File: src/rtl/exc_ctrl_if.sv
`default_nettype none
// +----------------------------------------------------------------------------+
// | exc_ctrl_if : pipeline/CP0 bundle between the MEM stage and exc_ctrl        |
// | Revision    : 1.0                                                          |
// +----------------------------------------------------------------------------+
interface exc_ctrl_if;
  logic        stall;
  logic        mem_valid;
  logic [31:0] pc_m;
  logic        bd_m;
  logic        exc_adel_if;
  logic        exc_ri;
  logic        exc_ov;
  logic        exc_sys;
  logic        exc_bp;
  logic        exc_adel_d;
  logic        exc_ades;
  logic        eret_m;
  logic [31:0] cause_in;
  logic [31:0] status_in;
  logic [31:0] epc_in;
  logic        exception_abort;
  logic [4:0]  exception_code;
  logic        bd_p;
  logic        epc_we;
  logic [31:0] epc_data;
  logic        exl_set;
  logic        exl_clr;
  logic        flush;
  logic        redirect_valid;
  logic [31:0] redirect_pc;

  modport master (
    output stall, mem_valid, pc_m, bd_m,
    output exc_adel_if, exc_ri, exc_ov, exc_sys, exc_bp, exc_adel_d, exc_ades,
    output eret_m, cause_in, status_in, epc_in,
    input  exception_abort, exception_code, bd_p, epc_we, epc_data,
    input  exl_set, exl_clr, flush, redirect_valid, redirect_pc
  );

  modport slave (
    input  stall, mem_valid, pc_m, bd_m,
    input  exc_adel_if, exc_ri, exc_ov, exc_sys, exc_bp, exc_adel_d, exc_ades,
    input  eret_m, cause_in, status_in, epc_in,
    output exception_abort, exception_code, bd_p, epc_we, epc_data,
    output exl_set, exl_clr, flush, redirect_valid, redirect_pc
  );
endinterface
`default_nettype wire

File: src/rtl/exc_ctrl.sv
`default_nettype none
// +----------------------------------------------------------------------------+
// | exc_ctrl : MEM-stage exception/interrupt prioritisation, entry and ERET     |
// |            sequencing. Optional EXC_IRQ_SYNC_EN adds a 2-flop irq sync.     |
// | Revision : 1.0                                                             |
// +----------------------------------------------------------------------------+
module exc_ctrl #(
  parameter logic [31:0] EXC_VECTOR   = 32'hBFC0_0380,
  parameter int unsigned FLUSH_CYCLES = 2
) (
  input  wire logic    clk,
  input  wire logic    rst,
  exc_ctrl_if.slave    bus
);

  localparam logic [3:0] c_FLUSH_LOAD = 4'(FLUSH_CYCLES - 1);

  typedef enum logic [1:0] {
    ST_IDLE  = 2'd0,
    ST_TRAP  = 2'd1,
    ST_RET   = 2'd2,
    ST_FLUSH = 2'd3
  } state_t;

  state_t      r_state;
  state_t      w_state_nxt;
  logic [3:0]  r_cnt;
  logic [3:0]  w_cnt_nxt;
  logic [4:0]  r_code;
  logic        r_bd;
  logic [31:0] r_epc;
  logic [31:0] r_ret_pc;

  logic        w_int_raw;
  logic        w_int;
  logic        w_exc_any;
  logic [4:0]  w_exc_code;
  logic        w_capture;
  logic [31:0] w_epc;

  logic        w_abort;
  logic [4:0]  w_code_o;
  logic        w_bd_o;
  logic        w_epc_we;
  logic [31:0] w_epc_o;
  logic        w_exl_set;
  logic        w_exl_clr;
  logic        w_flush;
  logic        w_redir;
  logic [31:0] w_redir_pc;

  logic        w_unused;
  assign w_unused = ^{bus.cause_in[31:16], bus.cause_in[7:0],
                      bus.status_in[31:16], bus.status_in[7:2]};

  assign w_int_raw = bus.status_in[0] & ~bus.status_in[1]
                   & (|(bus.cause_in[15:8] & bus.status_in[15:8]));

`ifdef EXC_IRQ_SYNC_EN
  logic r_int_s1;
  logic r_int_s2;

  always_ff @(posedge clk) begin
    if (rst) begin
      r_int_s1 <= 1'b0;
      r_int_s2 <= 1'b0;
    end else begin
      r_int_s1 <= w_int_raw;
      r_int_s2 <= r_int_s1;
    end
  end

  assign w_int = r_int_s2;
`else
  assign w_int = w_int_raw;
`endif

  // Fixed priority: the first matching source supplies the ExcCode.
  always_comb begin
    w_exc_any  = 1'b1;
    w_exc_code = 5'd0;
    if (w_int)                 w_exc_code = 5'd0;
    else if (bus.exc_adel_if)  w_exc_code = 5'd4;
    else if (bus.exc_ri)       w_exc_code = 5'd10;
    else if (bus.exc_ov)       w_exc_code = 5'd12;
    else if (bus.exc_sys)      w_exc_code = 5'd8;
    else if (bus.exc_bp)       w_exc_code = 5'd9;
    else if (bus.exc_adel_d)   w_exc_code = 5'd4;
    else if (bus.exc_ades)     w_exc_code = 5'd5;
    else                       w_exc_any  = 1'b0;
  end

  assign w_capture = (r_state == ST_IDLE) & bus.mem_valid & ~bus.stall;
  assign w_epc     = bus.bd_m ? (bus.pc_m - 32'd4) : bus.pc_m;

  always_ff @(posedge clk) begin
    if (rst) begin
      r_state  <= ST_IDLE;
      r_cnt    <= 4'd0;
      r_code   <= 5'd0;
      r_bd     <= 1'b0;
      r_epc    <= 32'd0;
      r_ret_pc <= 32'd0;
    end else begin
      r_state <= w_state_nxt;
      r_cnt   <= w_cnt_nxt;
      if (w_capture && w_exc_any) begin
        r_code <= w_exc_code;
        r_bd   <= bus.bd_m;
        r_epc  <= w_epc;
      end else if (w_capture && bus.eret_m) begin
        r_ret_pc <= bus.epc_in;
      end
    end
  end

  always_comb begin
    w_state_nxt = r_state;
    w_cnt_nxt   = r_cnt;
    w_abort     = 1'b0;
    w_code_o    = 5'd0;
    w_bd_o      = 1'b0;
    w_epc_we    = 1'b0;
    w_epc_o     = 32'd0;
    w_exl_set   = 1'b0;
    w_exl_clr   = 1'b0;
    w_flush     = 1'b0;
    w_redir     = 1'b0;
    w_redir_pc  = 32'd0;
    case (r_state)
      ST_IDLE: begin
        // An exception takes precedence over a simultaneous ERET.
        if (w_capture && w_exc_any)      w_state_nxt = ST_TRAP;
        else if (w_capture && bus.eret_m) w_state_nxt = ST_RET;
      end
      ST_TRAP: begin
        w_abort     = 1'b1;
        w_code_o    = r_code;
        w_bd_o      = r_bd;
        w_epc_we    = 1'b1;
        w_epc_o     = r_epc;
        w_exl_set   = 1'b1;
        w_flush     = 1'b1;
        w_redir     = 1'b1;
        w_redir_pc  = EXC_VECTOR;
        w_state_nxt = ST_FLUSH;
        w_cnt_nxt   = c_FLUSH_LOAD;
      end
      ST_RET: begin
        w_exl_clr   = 1'b1;
        w_flush     = 1'b1;
        w_redir     = 1'b1;
        w_redir_pc  = r_ret_pc;
        w_state_nxt = ST_FLUSH;
        w_cnt_nxt   = c_FLUSH_LOAD;
      end
      default: begin
        w_flush = 1'b1;
        if (r_cnt == 4'd0) w_state_nxt = ST_IDLE;
        else               w_cnt_nxt   = r_cnt - 4'd1;
      end
    endcase
  end

  assign bus.exception_abort = w_abort;
  assign bus.exception_code  = w_code_o;
  assign bus.bd_p            = w_bd_o;
  assign bus.epc_we          = w_epc_we;
  assign bus.epc_data        = w_epc_o;
  assign bus.exl_set         = w_exl_set;
  assign bus.exl_clr         = w_exl_clr;
  assign bus.flush           = w_flush;
  assign bus.redirect_valid  = w_redir;
  assign bus.redirect_pc     = w_redir_pc;

endmodule
`default_nettype wire
File: src/flat_wrapper.sv
// flat-port wrapper written by rule: the top's interface ports become plain ports
module exc_ctrl_flat 
#(
  parameter logic [31:0] EXC_VECTOR   = 32'hBFC0_0380,
  parameter int unsigned FLUSH_CYCLES = 2
)
  (clk, rst, bus_stall, bus_mem_valid, bus_pc_m, bus_bd_m, bus_exc_adel_if, bus_exc_ri, bus_exc_ov, bus_exc_sys, bus_exc_bp, bus_exc_adel_d, bus_exc_ades, bus_eret_m, bus_cause_in, bus_status_in, bus_epc_in, bus_exception_abort, bus_exception_code, bus_bd_p, bus_epc_we, bus_epc_data, bus_exl_set, bus_exl_clr, bus_flush, bus_redirect_valid, bus_redirect_pc);
  exc_ctrl_if bus_i ();
  input  wire logic clk;
  input  wire logic rst;
  input wire logic [$bits(bus_i.stall)-1:0] bus_stall;
  input wire logic [$bits(bus_i.mem_valid)-1:0] bus_mem_valid;
  input wire logic [$bits(bus_i.pc_m)-1:0] bus_pc_m;
  input wire logic [$bits(bus_i.bd_m)-1:0] bus_bd_m;
  input wire logic [$bits(bus_i.exc_adel_if)-1:0] bus_exc_adel_if;
  input wire logic [$bits(bus_i.exc_ri)-1:0] bus_exc_ri;
  input wire logic [$bits(bus_i.exc_ov)-1:0] bus_exc_ov;
  input wire logic [$bits(bus_i.exc_sys)-1:0] bus_exc_sys;
  input wire logic [$bits(bus_i.exc_bp)-1:0] bus_exc_bp;
  input wire logic [$bits(bus_i.exc_adel_d)-1:0] bus_exc_adel_d;
  input wire logic [$bits(bus_i.exc_ades)-1:0] bus_exc_ades;
  input wire logic [$bits(bus_i.eret_m)-1:0] bus_eret_m;
  input wire logic [$bits(bus_i.cause_in)-1:0] bus_cause_in;
  input wire logic [$bits(bus_i.status_in)-1:0] bus_status_in;
  input wire logic [$bits(bus_i.epc_in)-1:0] bus_epc_in;
  output wire logic [$bits(bus_i.exception_abort)-1:0] bus_exception_abort;
  output wire logic [$bits(bus_i.exception_code)-1:0] bus_exception_code;
  output wire logic [$bits(bus_i.bd_p)-1:0] bus_bd_p;
  output wire logic [$bits(bus_i.epc_we)-1:0] bus_epc_we;
  output wire logic [$bits(bus_i.epc_data)-1:0] bus_epc_data;
  output wire logic [$bits(bus_i.exl_set)-1:0] bus_exl_set;
  output wire logic [$bits(bus_i.exl_clr)-1:0] bus_exl_clr;
  output wire logic [$bits(bus_i.flush)-1:0] bus_flush;
  output wire logic [$bits(bus_i.redirect_valid)-1:0] bus_redirect_valid;
  output wire logic [$bits(bus_i.redirect_pc)-1:0] bus_redirect_pc;
  assign bus_i.stall = bus_stall;
  assign bus_i.mem_valid = bus_mem_valid;
  assign bus_i.pc_m = bus_pc_m;
  assign bus_i.bd_m = bus_bd_m;
  assign bus_i.exc_adel_if = bus_exc_adel_if;
  assign bus_i.exc_ri = bus_exc_ri;
  assign bus_i.exc_ov = bus_exc_ov;
  assign bus_i.exc_sys = bus_exc_sys;
  assign bus_i.exc_bp = bus_exc_bp;
  assign bus_i.exc_adel_d = bus_exc_adel_d;
  assign bus_i.exc_ades = bus_exc_ades;
  assign bus_i.eret_m = bus_eret_m;
  assign bus_i.cause_in = bus_cause_in;
  assign bus_i.status_in = bus_status_in;
  assign bus_i.epc_in = bus_epc_in;
  assign bus_exception_abort = bus_i.exception_abort;
  assign bus_exception_code = bus_i.exception_code;
  assign bus_bd_p = bus_i.bd_p;
  assign bus_epc_we = bus_i.epc_we;
  assign bus_epc_data = bus_i.epc_data;
  assign bus_exl_set = bus_i.exl_set;
  assign bus_exl_clr = bus_i.exl_clr;
  assign bus_flush = bus_i.flush;
  assign bus_redirect_valid = bus_i.redirect_valid;
  assign bus_redirect_pc = bus_i.redirect_pc;
  exc_ctrl #(.EXC_VECTOR(EXC_VECTOR), .FLUSH_CYCLES(FLUSH_CYCLES)) u_core (.clk(clk), .rst(rst), .bus(bus_i));
endmodule
File: config.mk
export PLATFORM = sky130hd
export DESIGN_NAME = exc_ctrl_flat
export DESIGN_NICKNAME = d
export VERILOG_FILES = /design/src/rtl/exc_ctrl_if.sv /design/src/rtl/exc_ctrl.sv /design/src/flat_wrapper.sv
export SDC_FILE = /design/constraint.sdc
export NUM_CORES = 1
export LEC_CHECK = 0
export BUFFER_PORTS_ARGS = -buffer_cell sky130_fd_sc_hd__buf_4
export CAP_MARGIN = 10
export CORE_ASPECT_RATIO = 1.4
export CORE_MARGIN = 8
export CORE_UTILIZATION = 45
export DETAILED_ROUTE_END_ITERATION = 7
export PLACE_DENSITY_LB_ADDON = 0.08
export SLEW_MARGIN = 20
export SYNTH_ARGS = -nofsm -noshare
export SYNTH_HDL_FRONTEND = slang
export SYNTH_SLANG_ARGS = --single-unit
File: constraint.sdc
create_clock -name clk -period 3 [get_ports clk]
set_input_delay 0.15 -clock clk [delete_from_list [all_inputs] [get_ports clk]]
set_output_delay 0.15 -clock clk [all_outputs]
set_load 0.01 [all_outputs]
==> Yosys cells after proc, flatten, opt, wreduce, memory -nomap -nowiden <==
Cells that the tools add are included.
{ "word_totals": {"out_inout_bits": 76, "register_bits": 76, "input_bits": 141, "elab_cells": 62} }
{ "classes": {"eq_ne": 4, "n_mux": 31, "bitwise_logic": 9, "add_sub_neg": 2, "n_reduce_logical": 10} }
{ "op_table": {"columns": ["cell", "count"], "rows": [
  ["32-bit 2-to-1 mux", 2],
  ["32-bit case mux with 2 select lines", 1],
  ["5-bit 2-to-1 mux", 8],
  ["32-bit by 3-bit subtractor with 32-bit output, second input constant", 1],
  ["1-bit 2-to-1 mux", 13],
  ["8-bit bitwise AND", 1],
  ["4-bit case mux with 2 select lines", 1],
  ["8-bit OR reduction", 1],
  ["2-bit 2-to-1 mux", 3],
  ["2-bit AND reduction", 3],
  ["1-bit bitwise AND", 4],
  ["4-bit logical NOT", 1],
  ["4-bit 2-to-1 mux", 1],
  ["1-bit NOT", 4],
  ["2-bit case mux with 2 select lines", 1],
  ["4-bit by 1-bit subtractor with 4-bit output, second input constant", 1],
  ["3-bit 2-to-1 mux", 1],
  ["3-bit != test, second input constant", 1],
  ["3-bit nonzero test", 1],
  ["2-bit by 1-bit equality test with 1-bit output, second input constant", 1],
  ["2-bit equality test, second input constant", 1],
  ["1-bit logical AND", 2],
  ["2-bit logical NOT", 1],
  ["2-bit != test, second input constant", 1],
  ["2-bit OR reduction", 1]
]} }

==> Longest topological paths before layout <==
Gate-level depths: netlist (run 1).
{ "logic_depth": {"word_depth": 11, "ltp_mapped": 8} }

==> Worst setup path after synthesis (run 1) <==
No wires, ideal clock.
{ "synth_timing": {"path_kind": "in2reg", "from": "input bus_pc_m[12]", "to": "register u_core.r_epc[25]", "required_time_ns": 2.863, "n_path_buf": 1, "t_arrival_ns": 2.144, "slack_ns": 0.719, "stages": 7, "cell_sequence": "or4_4 or4_4 or4_4 buf_6 nor4_4 xnor2_1 a211oi_2"} }
{ "synth_via": {"elab_chain_len": 2} }
{ "synth_lines": {"columns": ["item", "line", "source"], "rows": [
  ["from (decl)", "flat_wrapper.sv:13", "input wire logic [$bits(bus_i.pc_m)-1:0] bus_pc_m;"],
  ["32-bit by 3-bit subtractor with 32-bit output", "exc_ctrl.sv:94", "assign w_epc = bus.bd_m ? (bus.pc_m - 32'd4) : bus.pc_m;"],
  ["32-bit 2-to-1 mux", "exc_ctrl.sv:94", null],
  ["to (signal assigned)", "exc_ctrl.sv:110", "r_epc <= w_epc;"],
  ["to (decl)", "exc_ctrl.sv:31", "logic [31:0] r_epc;"]
]} }
Every way passes these cells.
A chain may end at the register's enable or synchronous reset.

==> Worst setup path after layout (run 1) <==
{ "layout_timing": {"from": "register u_core.r_state[0]", "to": "output bus_redirect_pc[25]"} }
{ "layout_via": {"elab_chain_len": 2} }
{ "layout_lines": {"columns": ["item", "line", "source"], "rows": [
  ["from (decl)", "exc_ctrl.sv:25", "state_t r_state;"],
  ["from (signal assigned)", "exc_ctrl.sv:105", "r_state <= w_state_nxt;"],
  ["2-bit equality test or 2-bit by 1-bit equality test with 1-bit output (tied branches)", "exc_ctrl.sv:130", "case (r_state)"],
  ["32-bit case mux with 2 select lines (*)", "exc_ctrl.sv:130", null],
  ["to (decl)", "flat_wrapper.sv:35", "output wire logic [$bits(bus_i.redirect_pc)-1:0] bus_redirect_pc;"]
]} }
Mark *: on every way between the ends. The rest lies on a longest branch, timed or not.

==> impl_metrics.toml, run 1 <==
[outcome]
status = "finished clean"

[power_and_ir_drop]
leakagePower_nw = 2.33
total_power_mw = 3.37
pwr-share-seq_pct = 34.9
power.density_mw_per_mm2 = 595
peakVddDrop_uv = 370
clockPowerShare_pct = 31.3
switching_share_pct = 32.2
combPwrFrac_pct = 33.8
internal_power_mw = 2.28
switchingPower_mw = 1.09

[timing]
rsz0062_at_grt = "no"
fin_crit_ns = 2.19
hold_ws_ns = 0.0576
worst_pin_slew_ns = 0.795
tns_ns = 0
final_hold_viol_count = 0
setup_violations = 0
clock.fmax_ghz = 0.456
maxSlewViolCount = 0
fin_skew_ns = 0.00481
slew_headroom_pct = 47.0
timing.final.crit_share_pct = 73.1

[placed_design]
port_buffers = 169
placedCellCount = 725
gp_congestion = 0.799
dp_hpwl_um = 8160

[yosys]
syn_area_sq_mm = 0.00402
synth_cell_types = 45
ys_seq_area_share_pct = 37.3
yosysWarnings = 0
avgSynthCellArea_sq_um = 8.49
ys_ff_latch = 75
synth_largest_area_cell = "dfxtp_1"
synth.net_count = 622
synth_top_cell_area_share_pct = 37.3
yosys-top-cells-area = "dfxtp_1 (37%), and2_1 (8.9%), mux2i_1 (8.7%)"
synthesis.instances = 474
synth_ff_type = "dfxtp_1"
synthArstFlopShare_pct = 0
synth_edf_count = 0

[clock_tree]
path_clk_slew_ns = 0.06
htreeDepth = 3
clock_path_buffers = 2
ctsHoldBuffers = 0
clk_latency_ns = 0.33
post-cts-setup-buffers = 0
cts_resized = 0
cts_tree = "built"
cts_sinks = 75
cts.root.buffer_cell = "clkbuf_16"
cts_made_buffers = 9

[worst_setup_path]
reg2reg_from = "u_core.r_state[0]"
rrSetupSlack_ns = 1.05
reg2reg_to = "u_core.r_state[0]"
reg2regPathDepth = 5
cp.arrival_ns = 2.04
start_kind = "register"
worst_ep_required_time_ns = 2.85
path_max_fanout = 25
path_class = "register to output pin"
crit_path_end_kind = "output pin"

[global_routing]
grt_max_degree = 77
grt_use_total_pct = 17.5
grt_pass1_vias = 3698
grt_overflow = 0
antenna_found_initial = 0
grt_pass1_wl_um = 17100

[detailed_routing]
drtPass1Iterations = 4
drc = 0
wire_per_inst_um = 14.5
viasPerCell = 4.99
first_iter_violations = 97
drtAntennaViolNets = 0
totalWireLength_um = 10800
vias = 3698

[floorplan]
die-area_sq_mm = 0.0123
initial_core_util_pct = 45.3
rows = 41
dieHeight_um = 128
io_pins = 217
die_w_um = 95.9
coreArea_sq_mm = 0.00887

[flow_run]
drv_cap = 0

[worst_hold_path]
hold_end = "u_core.r_ret_pc[21]"
hold_class = "primary input to register"
hp-start = "bus_epc_in[21]"
holdPathStages = 3

[finish]
layout-drive-gt1-share_pct = 33.0
final_common_cell = "buf_4"
fillers = 832
layout.cells.non_filler = 741
diodes = 0
nNetsFinal = 777
syn_to_final_growth_pct = 40.8
final_util_pct = 63.8
most-common-layout-cells = "buf_4 (174), nor2_1 (80), dfxtp_1 (75)"
cell type report:
cell class,count,area [sq um],share of cell area [%]
tap,107,134,2.36
clock inverter,5,52.6,0.928
timing repair buffer,176,1350,23.8
clock buffer,11,243,4.29
inverter,9,33.8,0.596
sequential,75,1500,26.5
multi-input combinational,358,2350,41.6
sequential cells by signal, indices dropped and copies added, names as in the netlist:
name / cells
u_core.r_code: 4
u_core.r_ret_pc: 32
u_core.r_cnt: 4
u_core.r_bd: 1
u_core.r_epc: 32
u_core.r_state: 2
synth_stat cells (4+ instances only):
| cell type | n |
|---|---|
| xor2_1 | 6 |
| a211oi_1 | 26 |
| ha_1 | 7 |
| or4_4 | 6 |
| nor3_1 | 11 |
| xnor2_1 | 23 |
| a21oi_1 | 26 |
| nor2b_1 | 15 |
| nor2_1 | 80 |
| mux2i_1 | 35 |
| inv_1 | 9 |
| dfxtp_1 | 75 |
| nand3_1 | 4 |
| clkbuf_1 | 22 |
| nor4_1 | 8 |
| and2_1 | 57 |
| nand2_1 | 20 |
through the flow:
step	area (sq um)	setup WS, ns
after CTS	5660	0.759
final	5660	0.806
after global routing	5660	0.590
after floorplan	4020	0.719
after detailed placement	5370	0.498
after global placement	5370	0.524
layer usage:
| metal | vias up | global-route usage, % | share of wire (%) |
|---|---|---|---|
| met4 | 0 | 8.45 | 2.0 |
| met3 | 12 | 3.34 | 6.6 |
| met2 | 105 | 31.0 | 52 |
| li1 | 1916 | - | - |
| met5 | - | 0 | 0 |
| met1 | 1665 | 19.1 | 40 |
power by group through the flow:
| stage | clock network [mW] | registers (mW) | logic, mW |
|---|---|---|---|
| 2_1_floorplan | 0 | 1.18 | 0.724 |
| 3_3_place_gp | 0 | 1.19 | 1.14 |
| 3_5_place_dp | 0 | 1.20 | 1.16 |
| 4_1_cts | 1.09 | 1.18 | 1.16 |
| 5_1_grt | 1.13 | 1.19 | 1.28 |
| 6_report | 1.05 | 1.18 | 1.14 |
cell families after synthesis:
family | Yosys count | synth area share [%]
adder cells (fa/ha/maj) | 7 | 2.18
other | 1 | 0.0932
buffers and inverters | 41 | 4.39
AO/OA/AOI/OAI | 69 | 11.8
AND/OR/NAND/NOR | 217 | 29.2
XOR/XNOR | 29 | 6.31
multiplexers | 35 | 8.71
flip-flops | 75 | 37.3
how the worst max path moves through the flow:
| stage | slack, ns | to | cells past startpoint | start |
|---|---|---|---|---|
| finish | 0.81 | bus_redirect_pc[25] | 6 | u_core.r_state[0] |
| global route | 0.59 | bus_redirect_pc[27] | 6 | u_core.r_state[0] |
| CTS | 0.76 | bus_redirect_pc[25] | 6 | u_core.r_state[0] |
| detailed placement | 0.50 | u_core.r_epc[25] | 7 | bus_pc_m[12] |
| global placement | 0.52 | u_core.r_epc[31] | 7 | bus_pc_m[12] |
| floorplan | 0.72 | u_core.r_epc[25] | 7 | bus_pc_m[12] |
critical path, cell delays in order (launching register included):
cell and delay, ns:
dfxtp_1 0.34, inv_1 0.09, ha_1 0.64, buf_4 0.28
a21oi_1 0.08, nor2b_1 0.14, buf_4 0.14
(Power assumes the default switching activity.)
==> run 2: changes to the inputs <==
clock period = 2.2 ns   (was 3 ns; I/O delays follow)
==> run 2 against run 1 <==
- clock skew up 0.0022 ns
- flip-flop and latch count did not move
- critical path type unchanged
- combinational power grew 41%
- worst hold slack got worse by 0.043 ns
- first-iteration DRC count is 47% higher
- sequential share of layout area decreased by 0.90 points
==> impl_metrics.toml, run 2 (same netlist as run 1, synthesis figures left out) <==
[outcome]
status = "finished clean"

[worst_setup_path]
path_class = "register to output pin"
slowest_stage = "ha_1"
reg2reg_to = "u_core.r_state[0]"
crit_path_end_kind = "output pin"
reg2regPathDepth = 5
start_kind = "register"
reg2reg_from = "u_core.r_state[0]"
path_max_fanout = 14
rrSetupSlack_ns = 0.31
cp_cell_sequence = "inv_1, ha_1, buf_4, nor2b_1, buf_4"
cp.arrival_ns = 1.86
path_common_cell = "buf_4"
worst_ep_required_time_ns = 2.09
max_stage_delay_ns = 0.55

[global_routing]
grt_use_total_pct = 17.8
grt_pass1_vias = 3739
grt_max_degree = 67
grt_overflow = 0
grt_pass1_wl_um = 17500
antenna_found_initial = 0

[floorplan]
rows = 41
io_pins = 217
initial_core_util_pct = 45.3
dieHeight_um = 128
die-area_sq_mm = 0.0123
die_w_um = 95.9
coreArea_sq_mm = 0.00887

[finish]
fin_area_sq_mm = 0.00586
layout.cells.non_filler = 761
reg_top3 = "u_core.r_epc: 32 flops, u_core.r_ret_pc: 32 flops"
seqCellArea_sq_mm = 0.00150
layout-drive-gt1-share_pct = 35.3
final_common_cell = "buf_4"
multiInputGateArea_sq_mm = 0.00236
nNetsFinal = 797
fillers = 795
syn_to_final_growth_pct = 45.8
most-common-layout-cells = "buf_4 (194), nor2_1 (80), dfxtp_1 (75)"
diodes = 0

[timing]
fin_crit_ns = 1.97
clock.fmax_ghz = 0.507
slew_headroom_pct = 56.9
finalWorstSetupSlack_ns = 0.228
rsz0062_at_grt = "no"
maxSlewViolCount = 0
fin_skew_ns = 0.00699
timing.final.crit_share_pct = 89.6
final_hold_viol_count = 0
worst_pin_slew_ns = 0.646
setup_violations = 0

[clock_tree]
clock_path_buffers = 2
cts.root.buffer_cell = "clkbuf_16"
path_clk_slew_ns = 0.06
cts_made_buffers = 9
ctsHoldBuffers = 0
cts_tree = "built"
htreeDepth = 3
clk_latency_ns = 0.33
cts_sinks = 75

[power_and_ir_drop]
clockPowerShare_pct = 34.2
switchingPower_mw = 1.54
combPwrFrac_pct = 33.0
pwr-share-seq_pct = 32.8
switching_share_pct = 31.4
leakagePower_nw = 2.44
internal_power_mw = 3.35
power.density_mw_per_mm2 = 834
peakVddDrop_uv = 494

[detailed_routing]
drtPass1Iterations = 4
wire_per_inst_um = 14.5
drtAntennaViolNets = 0
totalWireLength_um = 11000
viasPerCell = 5.00
drc = 0
vias = 3805
first_iter_violations = 143

[placed_design]
port_buffers = 169
gp_congestion = 0.779
placedCellCount = 745
dp_hpwl_um = 8340
post-place-ws_ns = -0.110
post_dp_cell_area_sq_mm = 0.00552

[worst_hold_path]
holdPathStages = 3
hold_class = "primary input to register"
hold_end = "u_core.r_ret_pc[14]"
hp-start = "bus_epc_in[14]"

[flow_run]
drv_cap = 0
## run 2: power by group through the flow
stage                     Clock [mW]  Sequential, mW  Combinational, mW
after floorplan                    0            1.61              0.987
after detailed placement           0            1.63               1.63
final                           1.67            1.60               1.61
after CTS                       1.71            1.60               1.64
after global routing            1.76            1.62               1.80
after global placement             0            1.62               1.59
## run 2: routing by layer
metal / track usage, % / vias up / wire, um / part of all wire [%]
met5: 0 / - / 0 / 0
met1: 20.4 / 1736 / 4420 / 40
met4: 6.27 / 0 / 140 / 1.3
li1: - / 1960 / - / -
met3: 3.93 / 11 / 688 / 6.2
met2: 31.1 / 98 / 5780 / 52
## run 2: layout make-up
| cell class | instances | share of cell area (%) |
|---|---|---|
| clock buffers | 9 | 3.84 |
| clock inverters | 7 | 1.98 |
| inverters | 9 | 0.576 |
| multi-input cells | 358 | 40.2 |
| flip-flops and latches | 75 | 25.6 |
| well taps | 107 | 2.28 |
| repair buffers | 196 | 25.5 |
## run 2: worst max path at each step
stage	from	end	slack, ns
floorplan	bus_pc_m[22]	u_core.r_epc[31]	0.04
global placement	bus_pc_m[12]	u_core.r_epc[31]	-0.09
detailed placement	bus_pc_m[12]	u_core.r_epc[27]	-0.11
CTS	u_core.r_state[0]	bus_redirect_pc[23]	0.21
global route	bus_pc_m[12]	u_core.r_epc[27]	0.1
finish	u_core.r_state[0]	bus_redirect_pc[7]	0.23
## run 2: worst max-delay path: cells and delay by family, from the launching register on
kind                       cells  cell delay, ns
adders and majority gates      1            0.55
buffers and inverters          3            0.44
DFF                            1            0.39
and+or+nand+nor                1            0.15
## run 2: per-stage QoR
step | TNS (ns) | total power, mW | util [%] | hold WS (ns)
3_5_place_dp | -0.625 | 3.26 | 62.2 | 0.354
5_1_grt | 0 | 5.18 | 66.1 | 0.0204
6_report | 0 | 4.89 | 66.1 | 0.0149
4_1_cts | 0 | 4.95 | 66.1 | 0.00327
2_1_floorplan | 0 | 2.59 | - | 0.246
3_3_place_gp | -0.360 | 3.21 | 62.2 | 0.348
## run 2: what timing repair did
| item | 4_1_cts | 5_1_grt |
|---|---|---|
| setup endpoints to repair | 5 | 0 |
| resized for setup | 1 | 0 |
| buffers inserted | 0 | 0 |
| endpoints found under the hold margin | 0 | 0 |
==> run 3: changes to the inputs <==
CORE_UTILIZATION = 47   (was 45)
CTS_BUF_LIST = sky130_fd_sc_hd__clkbuf_2   (was unset)
CTS_CLUSTER_DIAMETER = 200   (was unset)
==> run 3 against run 2 <==
- first-iteration DRC count down 13%
- routed wire length up 17%
- die area fell by 3.6%
- clock power is 34% lower
- critical path depth up 3
- critical path type is now primary input to register
- register-to-register slack improved by 0.02 ns
- largest power group is now combinational cells
- total power fell by 8.4%
- cell count is 9.7% higher
- worst setup slack got worse by 0.16 ns
==> impl_metrics.toml, run 3 (same netlist as run 1, synthesis figures left out) <==
[timing]
slew_headroom_pct = 56.5
fin_skew_ns = 0.0267
clock.fmax_ghz = 0.469
worst_pin_slew_ns = 0.651
rsz0062_at_grt = "no"
maxSlewViolCount = 0
finalWorstSetupSlack_ns = 0.0657
final_hold_viol_count = 0
timing.final.crit_share_pct = 97.0
fin_crit_ns = 2.13
setup_violations = 0

[worst_setup_path]
reg2reg_from = "u_core.r_state[0]"
reg2reg_to = "u_core.r_ret_pc[13]"
crit_path_end_kind = "register"
path_max_fanout = 7
start_kind = "primary input"
reg2regPathDepth = 7
cp.arrival_ns = 2.59
worst_ep_required_time_ns = 2.65
rrSetupSlack_ns = 0.33
path_class = "primary input to register"

[flow_run]
drv_cap = 0

[finish]
syn_to_final_growth_pct = 62.6
fin_area_sq_mm = 0.00654
layout.cells.non_filler = 835
reg_top3 = "u_core.r_epc: 32 flops, u_core.r_ret_pc: 32 flops"
nNetsFinal = 872
layout-drive-gt1-share_pct = 32.8
most-common-layout-cells = "buf_4 (191), nor2_1 (79), dfxtp_1 (74)"
final_common_cell = "buf_4"

[clock_tree]
htreeDepth = 3
clk_latency_ns = 0.53
path_clk_slew_ns = 0.21
cts_tree = "built"
cts.root.buffer_cell = "clkbuf_2"
cts_sinks = 75
cts_made_buffers = 9
clock_path_buffers = 2

[power_and_ir_drop]
pwr-share-seq_pct = 35.9
peakVddDrop_uv = 409
clockPowerShare_pct = 24.6
leakagePower_nw = 2.74
combPwrFrac_pct = 39.5
switchingPower_mw = 1.53
power.density_mw_per_mm2 = 685
switching_share_pct = 34.2
internal_power_mw = 2.95

[placed_design]
gp_congestion = 0.809
placedCellCount = 743
port_buffers = 169
post-place-ws_ns = -0.120
post_dp_cell_area_sq_mm = 0.00552
dp_hpwl_um = 8470

[detailed_routing]
first_iter_violations = 124
wire_per_inst_um = 15.4
drtAntennaViolNets = 0
totalWireLength_um = 12900
drtPass1Iterations = 4
drc = 0
vias = 4203
viasPerCell = 5.03

[floorplan]
die_w_um = 94.2
die-area_sq_mm = 0.0118
dieHeight_um = 125
initial_core_util_pct = 47.6
rows = 40
io_pins = 217
coreArea_sq_mm = 0.00846

[worst_hold_path]
holdPathStages = 6
hold_class = "primary input to register"
hold_end = "u_core.r_epc[3]"
hp-start = "bus_pc_m[3]"

[global_routing]
grt_overflow = 0
grt_pass1_vias = 4253
grt_use_total_pct = 21.0
grt_max_degree = 44
grt_pass1_wl_um = 20300
antenna_found_initial = 1

[outcome]
status = "finished clean"
[run 3: changes by cell type in the layout (fill, tap and decap cells not counted), sizes merged]
cell | before | now
dlymetal6s4s | 0 | 5
buf | 196 | 193
dlygate4sd3 | 0 | 73
diode | 0 | 1
clkinvlp | 1 | 2
bufinv | 3 | 4
clkinv | 3 | 1
[run 3: timing repair]
action	in CTS	in global routing
buffers inserted	0	2
pin swaps	0	13
endpoints found under the setup margin	33	13
hold endpoints to repair	72	0
resized for setup	1	18
hold buffers	78	0
gates cloned	0	0
[run 3: cell type report]
type	instances	area, sq um
Antenna cell	1	2.50
Clock buffer	9	45.0
Clock inverter	7	140
Fill cell	631	1920
Inverter	9	33.8
Multi-Input combinational cell	358	2420
Sequential cell	75	1500
Tap cell	105	131
Timing Repair Buffer	271	2270
[run 3: critical path, cell delays in order]
cell and delay, ns:
dlygate4sd3_1 0.53, buf_4 0.14, or2_4 0.22, or4_4 0.43
or4_4 0.62, buf_4 0.17, xor2_1 0.13, a211oi_1 0.22
[run 3: metrics by stage]
stage	total power [mW]	util, %	TNS (ns)	hold slack, ns
global placement	3.20	65.2	-0.259	0.348
global route	4.73	77.3	0	0.0878
floorplan	2.59	-	0	0.246
finish	4.48	77.3	0	0.102
detailed placement	3.25	65.2	-0.505	0.354
CTS	4.47	76.7	0	0.0313
[run 3: power groups by stage]
stage / logic, mW / clock network (mW) / registers [mW]
finish: 1.77 / 1.10 / 1.61
CTS: 1.74 / 1.13 / 1.60
floorplan: 0.987 / 0 / 1.61
global placement: 1.58 / 0 / 1.62
global route: 1.93 / 1.17 / 1.63
detailed placement: 1.62 / 0 / 1.63
[run 3: worst max path at each step]
stage	cells after the start	from	slack, ns	endpoint
6_report	8	bus_pc_m[7]	0.07	u_core.r_epc[19]
4_1_cts	8	bus_bd_m	0.004	u_core.r_epc[25]
3_5_place_dp	7	bus_pc_m[12]	-0.12	u_core.r_epc[25]
3_3_place_gp	7	bus_pc_m[12]	-0.08	u_core.r_epc[25]
2_1_floorplan	6	bus_pc_m[22]	0.04	u_core.r_epc[31]
5_1_grt	5	u_core.r_state[0]	0.02	bus_redirect_pc[27]
[run 3: layer usage]
layer	part of all wire, %	up-vias	GRT usage [%]
met5	0	-	0
met4	2.1	0	9.28
met3	6.7	23	5.33
met2	53	113	37.2
met1	38	1958	22.4
li1	-	2109	-
